<file path="src/rtl/div_unit.sv">
// div_unit -- multicycle signed integer divider (MIPS DIV semantics).
//
// A restoring divider works on operand magnitudes, one quotient bit per
// cycle. The signs are then applied in a single fix-up cycle. The quotient
// goes to lo_out and the remainder goes to hi_out. Both feed the register
// write-data mux for MFLO/MFHI.
//
// Ports
//   clk        in   system clock; all state updates on the rising edge
//   reset      in   asynchronous, active-high; clears all state
//   div_start  in   request; sampled only while idle
//   dividend   in   rs operand (signed), sampled with div_start
//   divisor    in   rt operand (signed), sampled with div_start
//   hi_out     out  remainder register
//   lo_out     out  quotient register
//   div_busy   out  high while a division is in progress
//   div_done   out  one-cycle pulse; hi_out/lo_out hold a new result
//   div_zero   out  one-cycle pulse; divisor was zero, no result written
//
// Timing: div_start is sampled at edge E0. Edges E1..E32 each do one
// restoring step. The sign fix-up happens at E33, and div_done is visible
// after E33.

module div_unit #(
  parameter int WIDTH = 32
) (
  input  logic             clk,
  input  logic             reset,
  input  logic             div_start,
  input  logic [WIDTH-1:0] dividend,
  input  logic [WIDTH-1:0] divisor,
  output logic [WIDTH-1:0] hi_out,
  output logic [WIDTH-1:0] lo_out,
  output logic             div_busy,
  output logic             div_done,
  output logic             div_zero
);

  localparam int CNT_W = $clog2(WIDTH);

  localparam logic [1:0] ST_IDLE = 2'd0;
  localparam logic [1:0] ST_CALC = 2'd1;
  localparam logic [1:0] ST_FIX  = 2'd2;

  localparam logic [WIDTH-1:0] ZERO_W   = {WIDTH{1'b0}};
  localparam logic [WIDTH-1:0] ONE_W    = {{(WIDTH-1){1'b0}}, 1'b1};
  localparam logic [WIDTH:0]   ZERO_R   = {(WIDTH+1){1'b0}};
  localparam logic [CNT_W-1:0] ZERO_C   = {CNT_W{1'b0}};
  localparam logic [CNT_W-1:0] ONE_C    = {{(CNT_W-1){1'b0}}, 1'b1};
  localparam logic [CNT_W-1:0] LAST_CNT = CNT_W'(WIDTH - 1);

  // Two's-complement negation; the most negative value wraps onto itself.
  function automatic logic [WIDTH-1:0] negate(input logic [WIDTH-1:0] v);
    return ~v + ONE_W;
  endfunction

  // Unsigned magnitude, so |0x80000000| = 0x80000000.
  function automatic logic [WIDTH-1:0] magnitude(input logic [WIDTH-1:0] v);
    if (v[WIDTH-1]) begin
      return negate(v);
    end else begin
      return v;
    end
  endfunction

  logic [1:0]       state_q, state_d;
  logic [WIDTH:0]   rem_q, rem_d;      // one extra bit so the compare cannot overflow
  logic [WIDTH-1:0] quo_q, quo_d;      // dividend magnitude shifts out, quotient shifts in
  logic [WIDTH-1:0] dvs_q, dvs_d;      // divisor magnitude
  logic [CNT_W-1:0] count_q, count_d;
  logic             neg_quo_q, neg_quo_d;
  logic             neg_rem_q, neg_rem_d;
  logic [WIDTH-1:0] hi_q, hi_d;
  logic [WIDTH-1:0] lo_q, lo_d;
  logic             busy_q, busy_d;
  logic             done_q, done_d;
  logic             zero_q, zero_d;

  logic [WIDTH:0]   rem_shift;
  logic [WIDTH-1:0] quo_shift;

  assign rem_shift = {rem_q[WIDTH-1:0], quo_q[WIDTH-1]};
  assign quo_shift = {quo_q[WIDTH-2:0], 1'b0};

  // Next-state and datapath logic for the IDLE/CALC/FIX sequencer.
  always_comb begin
    state_d   = state_q;
    rem_d     = rem_q;
    quo_d     = quo_q;
    dvs_d     = dvs_q;
    count_d   = count_q;
    neg_quo_d = neg_quo_q;
    neg_rem_d = neg_rem_q;
    hi_d      = hi_q;
    lo_d      = lo_q;
    busy_d    = 1'b0;
    done_d    = 1'b0;
    zero_d    = 1'b0;

    case (state_q)
      ST_IDLE: begin
        if (div_start) begin
          if (divisor == ZERO_W) begin
            // Report the exception only; the result registers keep their values.
            zero_d  = 1'b1;
            state_d = ST_IDLE;
          end else begin
            rem_d     = ZERO_R;
            quo_d     = magnitude(dividend);
            dvs_d     = magnitude(divisor);
            count_d   = ZERO_C;
            neg_quo_d = dividend[WIDTH-1] ^ divisor[WIDTH-1];
            neg_rem_d = dividend[WIDTH-1];
            busy_d    = 1'b1;
            state_d   = ST_CALC;
          end
        end else begin
          state_d = ST_IDLE;
        end
      end

      ST_CALC: begin
        busy_d  = 1'b1;
        count_d = count_q + ONE_C;
        if (rem_shift >= {1'b0, dvs_q}) begin
          rem_d = rem_shift - {1'b0, dvs_q};
          quo_d = quo_shift | ONE_W;
        end else begin
          rem_d = rem_shift;
          quo_d = quo_shift;
        end
        if (count_q == LAST_CNT) begin
          state_d = ST_FIX;
        end else begin
          state_d = ST_CALC;
        end
      end

      ST_FIX: begin
        // Truncating division: the quotient takes the XOR of the signs, and
        // the remainder takes the sign of the dividend.
        lo_d    = neg_quo_q ? negate(quo_q) : quo_q;
        hi_d    = neg_rem_q ? negate(rem_q[WIDTH-1:0]) : rem_q[WIDTH-1:0];
        done_d  = 1'b1;
        busy_d  = 1'b0;
        state_d = ST_IDLE;
      end

      default: begin
        busy_d  = 1'b0;
        state_d = ST_IDLE;
      end
    endcase
  end

  // State registers; reset discards any partial result.
  always_ff @(posedge clk or posedge reset) begin
    if (reset) begin
      state_q   <= ST_IDLE;
      rem_q     <= ZERO_R;
      quo_q     <= ZERO_W;
      dvs_q     <= ZERO_W;
      count_q   <= ZERO_C;
      neg_quo_q <= 1'b0;
      neg_rem_q <= 1'b0;
      hi_q      <= ZERO_W;
      lo_q      <= ZERO_W;
      busy_q    <= 1'b0;
      done_q    <= 1'b0;
      zero_q    <= 1'b0;
    end else begin
      state_q   <= state_d;
      rem_q     <= rem_d;
      quo_q     <= quo_d;
      dvs_q     <= dvs_d;
      count_q   <= count_d;
      neg_quo_q <= neg_quo_d;
      neg_rem_q <= neg_rem_d;
      hi_q      <= hi_d;
      lo_q      <= lo_d;
      busy_q    <= busy_d;
      done_q    <= done_d;
      zero_q    <= zero_d;
    end
  end

  assign hi_out   = hi_q;
  assign lo_out   = lo_q;
  assign div_busy = busy_q;
  assign div_done = done_q;
  assign div_zero = zero_q;

endmodule

</file>
<file path="config.mk">
export PLATFORM = sky130hd
export DESIGN_NAME = div_unit
export DESIGN_NICKNAME = d
export VERILOG_FILES = /design/src/rtl/div_unit.sv
export SDC_FILE = /design/constraint.sdc
export NUM_CORES = 1
export LEC_CHECK = 0
export BUFFER_PORTS_ARGS = -buffer_cell sky130_fd_sc_hd__buf_4
export CORE_ASPECT_RATIO = 1.75
export CORE_MARGIN = 1
export CORE_UTILIZATION = 59
export DETAILED_ROUTE_END_ITERATION = 10
export GPL_TIMING_DRIVEN = 0
export MAX_ROUTING_LAYER = met4
export PLACE_DENSITY_LB_ADDON = 0.05
export SLEW_MARGIN = 20
export SYNTH_ARGS = -nofsm -noshare
export SYNTH_HDL_FRONTEND = slang
export SYNTH_SLANG_ARGS = --single-unit
export TNS_END_PERCENT = 100
</file>
<file path="constraint.sdc">
create_clock -name clk -period 6.45 [get_ports clk]
set_input_delay 1.29 -clock clk [delete_from_list [all_inputs] [get_ports clk]]
set_output_delay 1.29 -clock clk [all_outputs]
set_load 0.02 [all_outputs]
</file>
==> out/summary.md <==
Summed over its instances, the top area cell type makes up 38.8% of the synthesized netlist area. The tools report the number of maximum-capacitance constraint violations as 0. The measured slew at the worst slew-check pin was 1120 ps; the maximum achievable frequency was 242 MHz. When the netlist entered floorplanning its net count stood at 1400. The die footprint is 0.0194 mm^2, and the top-level I/O count is 134. Global routing used 37.0% of the available tracks. The floorplan step defined a core boundary enclosing 0.0185 mm^2. The clock tree synthesis step divided the H-tree into 4 levels.

The tools report the register area share after synthesis as 38.8%. End point of the worst hold path: lo_out[10]. The number of gates resized after CTS was 0. Total congestion overflow: 0. The critical register-to-register path startpoint is rem_q[23]. TritonCTS built the clock tree. The total iterations of the first detailed-routing run was 6; the worst reg2reg path depth was 11.

In the post-synthesis netlist, the biggest area contributors are sky130_fd_sc_hd__dfrtp_1 (39%), sky130_fd_sc_hd__o21ai_0 (7.9%), sky130_fd_sc_hd__nand2_1 (6.7%). The maximum net fanout on the critical path came out at 10. Dividing total power by cell area gives a power density of 527 mW/mm^2.

The synthesized design contains 172 register bits. The tools report the worst min-delay path startpoint as lo_out[10]. The mean routed wirelength per cell is 20.1 um. The horizontal extent of the die was 106 um; the post-synthesis area per instance was 8.58 um^2. The layout overhead on the synthesized area was 16.9%. Setup repair after global routing left no endpoint under its margin. For the max-slew violation count, the log shows 0. Detailed routing inserted a total of 10500 vias. In this run the tightest slew margin relative to its limit is 24.8%.

For the worst-skew pair, the clock arrives at the later sink with an insertion delay of 440 ps. The mapped netlist covers 0.0111 mm^2. From bottom edge to top edge, the die measures 183 um.

For this configuration, the core starts out at a cell density of 60.0%. Cells fill 70.1% of the core in the end. The post-detailed-route via-to-cell ratio is 6.19, and the clock period minus worst slack is 4130 ps. The tools report the nature of the critical path startpoint as an input port. After technology mapping, the gate count stands at 1294.

Clock tree synthesis selected as its root buffer the cell sky130_fd_sc_hd__clkbuf_16. Number of nets with antenna violations after routing: 0. The final layout contains 1552 nets. Clock skew on the completed layout was measured at 11.1 ps. The endpoint identified for the worst register-to-register timing path is rem_q[1]. The run gives 0.467 mV as the peak ir drop on the vdd network.

In this run the static leakage power is 0.00579 uW. The first global-routing pass estimated 53300 um of wire. The instance count along the most critical hold path works out to 2. The portion of the clock cycle consumed by the worst path in the final layout was 64.0%. The Yosys step of the flow raised 0 warnings.

The worst slack on hold paths is 480 ps, and the number of buffers inserted by port buffering is 132. The antenna diode instance count was 0; the worst endpoint data arrival time was 4470 ps. The run gives 1563 as the count of filler cells inserted in the layout.

In this run the core area contains 66 standard-cell rows. The share of synthesized registers carrying an async set or reset came out at 100%. The hold violation total from the final report came out at 0. The number of clock buffers added by TritonCTS is 17. For this block, the routed nets add up to 34200 um of wire. Entering global routing, the biggest net connects 108 pins.

The longest clock path from root to sink contains 2 buffers. The logs give 803 for the first-iteration detailed-routing DRC count and 2430 ps for the reg2reg setup slack. After clock tree synthesis, the clock-pin slew on the worst setup and hold paths is 70 ps. The distinct cell type count after synthesis was 65.

In the final layout, the share of cells above drive strength 1 is 13.1%. The number of setup buffers added after CTS is 0. The worst setup path is captured at a register. Data on the critical path is required at its endpoint by 6790 ps.

Hold repair after CTS inserted 0 buffers. The biggest area contributor in the post-synthesis netlist is sky130_fd_sc_hd__dfrtp_1. The detailed-placement wirelength estimate came out at 26800 um. Setup violations remaining at the end of the flow were counted as 0.

The congestion estimate from routability-driven global placement came to 0.991. The number of sinks driven by the clock tree is 172. The number of antenna violations at the first check in global routing was 0; the number of remaining DRC errors was 0.

Most common flop cell mapped by yosys: sky130_fd_sc_hd__dfrtp_1. In the final timing run, aggregate negative setup slack is 0 ps. The run finished with clean final reports. Class of the most critical setup path: input port to register. The tightest min-delay check is of the register to register type.

The tools report the number of global-route vias before repair as 10300. Yosys mapped a number of flops with a built-in enable equal to 0. The design draws 6840 uW.
synth_stat cells, types with 24 or more instances:
| library cell | number |
|---|---|
| sky130_fd_sc_hd__dfrtp_1 | 172 |
| sky130_fd_sc_hd__a21oi_1 | 39 |
| sky130_fd_sc_hd__inv_1 | 78 |
| sky130_fd_sc_hd__or3_1 | 24 |
| sky130_fd_sc_hd__xor2_1 | 80 |
| sky130_fd_sc_hd__nand2_1 | 198 |
| sky130_fd_sc_hd__ha_1 | 38 |
| sky130_fd_sc_hd__o31ai_1 | 41 |
| sky130_fd_sc_hd__o21ai_0 | 175 |
| sky130_fd_sc_hd__nor2_1 | 49 |
| sky130_fd_sc_hd__clkbuf_1 | 55 |
| sky130_fd_sc_hd__xnor2_1 | 64 |
worst max-delay path, cell delays in order:
cell	delay (ps)
sky130_fd_sc_hd__buf_4	130
sky130_fd_sc_hd__or4_1	600
sky130_fd_sc_hd__nor3_2	240
sky130_fd_sc_hd__nand4_1	220
sky130_fd_sc_hd__or3_1	440
sky130_fd_sc_hd__o21ai_1	610
sky130_fd_sc_hd__clkbuf_1	620
sky130_fd_sc_hd__a22oi_1	200
sky130_fd_sc_hd__o21ai_0	110
layout make-up:
cell class / instances / area [um^2] / share of cell area, %
multi-input combinational: 974 / 6220 / 47.9
sequential: 172 / 4300 / 33.2
timing repair buffer: 133 / 1020 / 7.85
clock buffer: 24 / 492 / 3.79
inverter: 78 / 300 / 2.31
tap: 238 / 298 / 2.30
buffer: 70 / 285 / 2.20
clock inverter: 7 / 57.6 / 0.444
sequential cells by signal, indices dropped and copies added, names as in the netlist:
name,cells
neg_quo_q,1
div_zero,1
neg_rem_q,1
state_q,2
dvs_q,32
hi_out,32
lo_out,32
div_done,1
rem_q,32
count_q,5
quo_q,32
div_busy,1
routing by layer:
| layer | vias to the layer above | global-route usage (%) | routed length, um |
|---|---|---|---|
| met5 | - | - | 0 |
| met4 | 0 | 26.6 | 2680 |
| met3 | 144 | 4.32 | 1260 |
| met2 | 368 | 68.1 | 18500 |
| met1 | 5076 | 35.1 | 11700 |
| li1 | 4908 | - | - |
kinds of logic after synthesis:
kind of cell | share of synthesized area, %
buf+inv | 5.21
fa+ha+maj | 4.46
simple gates | 16.8
xor+xnor | 11.4
compound gates | 21.3
flops | 38.8
mux | 2.07
metrics by stage:
stage               setup slack [ps]  cells  area [um^2]
floorplan                        500   1294        11100
global placement               -1320   1664        12400
detailed placement              2000   1665        12400
CTS                             2430   1696        13000
global route                    2190   1696        13000
finish                          2320   1696        13000
cell usage in the layout (no fill, tap or decap), types with 4 or more instances in the layout:
master | synthesis | routed
sky130_fd_sc_hd__o21ai_0 | 175 | 175
sky130_fd_sc_hd__xnor2_1 | 64 | 64
sky130_fd_sc_hd__dfrtp_1 | 172 | 172
sky130_fd_sc_hd__mux2i_1 | 23 | 23
sky130_fd_sc_hd__o21ai_1 | 9 | 9
sky130_fd_sc_hd__ha_1 | 38 | 38
sky130_fd_sc_hd__nand2b_1 | 12 | 12
sky130_fd_sc_hd__or3_1 | 24 | 24
sky130_fd_sc_hd__a32oi_1 | 7 | 7
sky130_fd_sc_hd__and2_1 | 4 | 4
sky130_fd_sc_hd__nor2_1 | 49 | 49
sky130_fd_sc_hd__clkbuf_1 | 55 | 58
sky130_fd_sc_hd__buf_2 | 9 | 9
sky130_fd_sc_hd__o41ai_1 | 19 | 19
sky130_fd_sc_hd__o21bai_1 | 6 | 6
sky130_fd_sc_hd__a21o_1 | 5 | 5
sky130_fd_sc_hd__clkbuf_16 | 0 | 17
sky130_fd_sc_hd__buf_4 | 1 | 133
sky130_fd_sc_hd__a22oi_1 | 7 | 7
sky130_fd_sc_hd__a31oi_1 | 4 | 4
sky130_fd_sc_hd__nand2_1 | 198 | 198
sky130_fd_sc_hd__nor4_1 | 10 | 10
sky130_fd_sc_hd__or4_1 | 12 | 12
sky130_fd_sc_hd__nor2b_1 | 8 | 8
sky130_fd_sc_hd__a211oi_1 | 8 | 8
sky130_fd_sc_hd__xor2_1 | 80 | 80
sky130_fd_sc_hd__clkbuf_8 | 0 | 4
sky130_fd_sc_hd__inv_1 | 78 | 77
sky130_fd_sc_hd__a21oi_1 | 39 | 39
sky130_fd_sc_hd__nor3_1 | 20 | 20
sky130_fd_sc_hd__o31ai_1 | 41 | 41
sky130_fd_sc_hd__nand3_1 | 20 | 20
sky130_fd_sc_hd__nand4_1 | 14 | 14
sky130_fd_sc_hd__a222oi_1 | 21 | 21
sky130_fd_sc_hd__o211ai_1 | 5 | 5
sky130_fd_sc_hd__buf_1 | 4 | 4
worst max-delay path by stage:
stage	start	end	slack [ps]	depth (start not counted)
2_1_floorplan	reset	count_q[0]	500	1
3_3_place_gp	reset	dvs_q[13]	-1320	2
3_5_place_dp	divisor[6]	rem_q[19]	2000	10
4_1_cts	divisor[6]	rem_q[19]	2430	10
5_1_grt	divisor[6]	quo_q[26]	2190	9
6_report	divisor[6]	quo_q[26]	2320	9
power breakdown:
group / internal (uW) / leakage [uW] / switching (uW)
Clock: 535 / 0.000259 / 440
Combinational: 1590 / 0.00344 / 2340
Sequential: 1440 / 0.00208 / 496
Total: 3570 / 0.00579 / 3280
No activity file was read; power rests on OpenSTA's default activity.
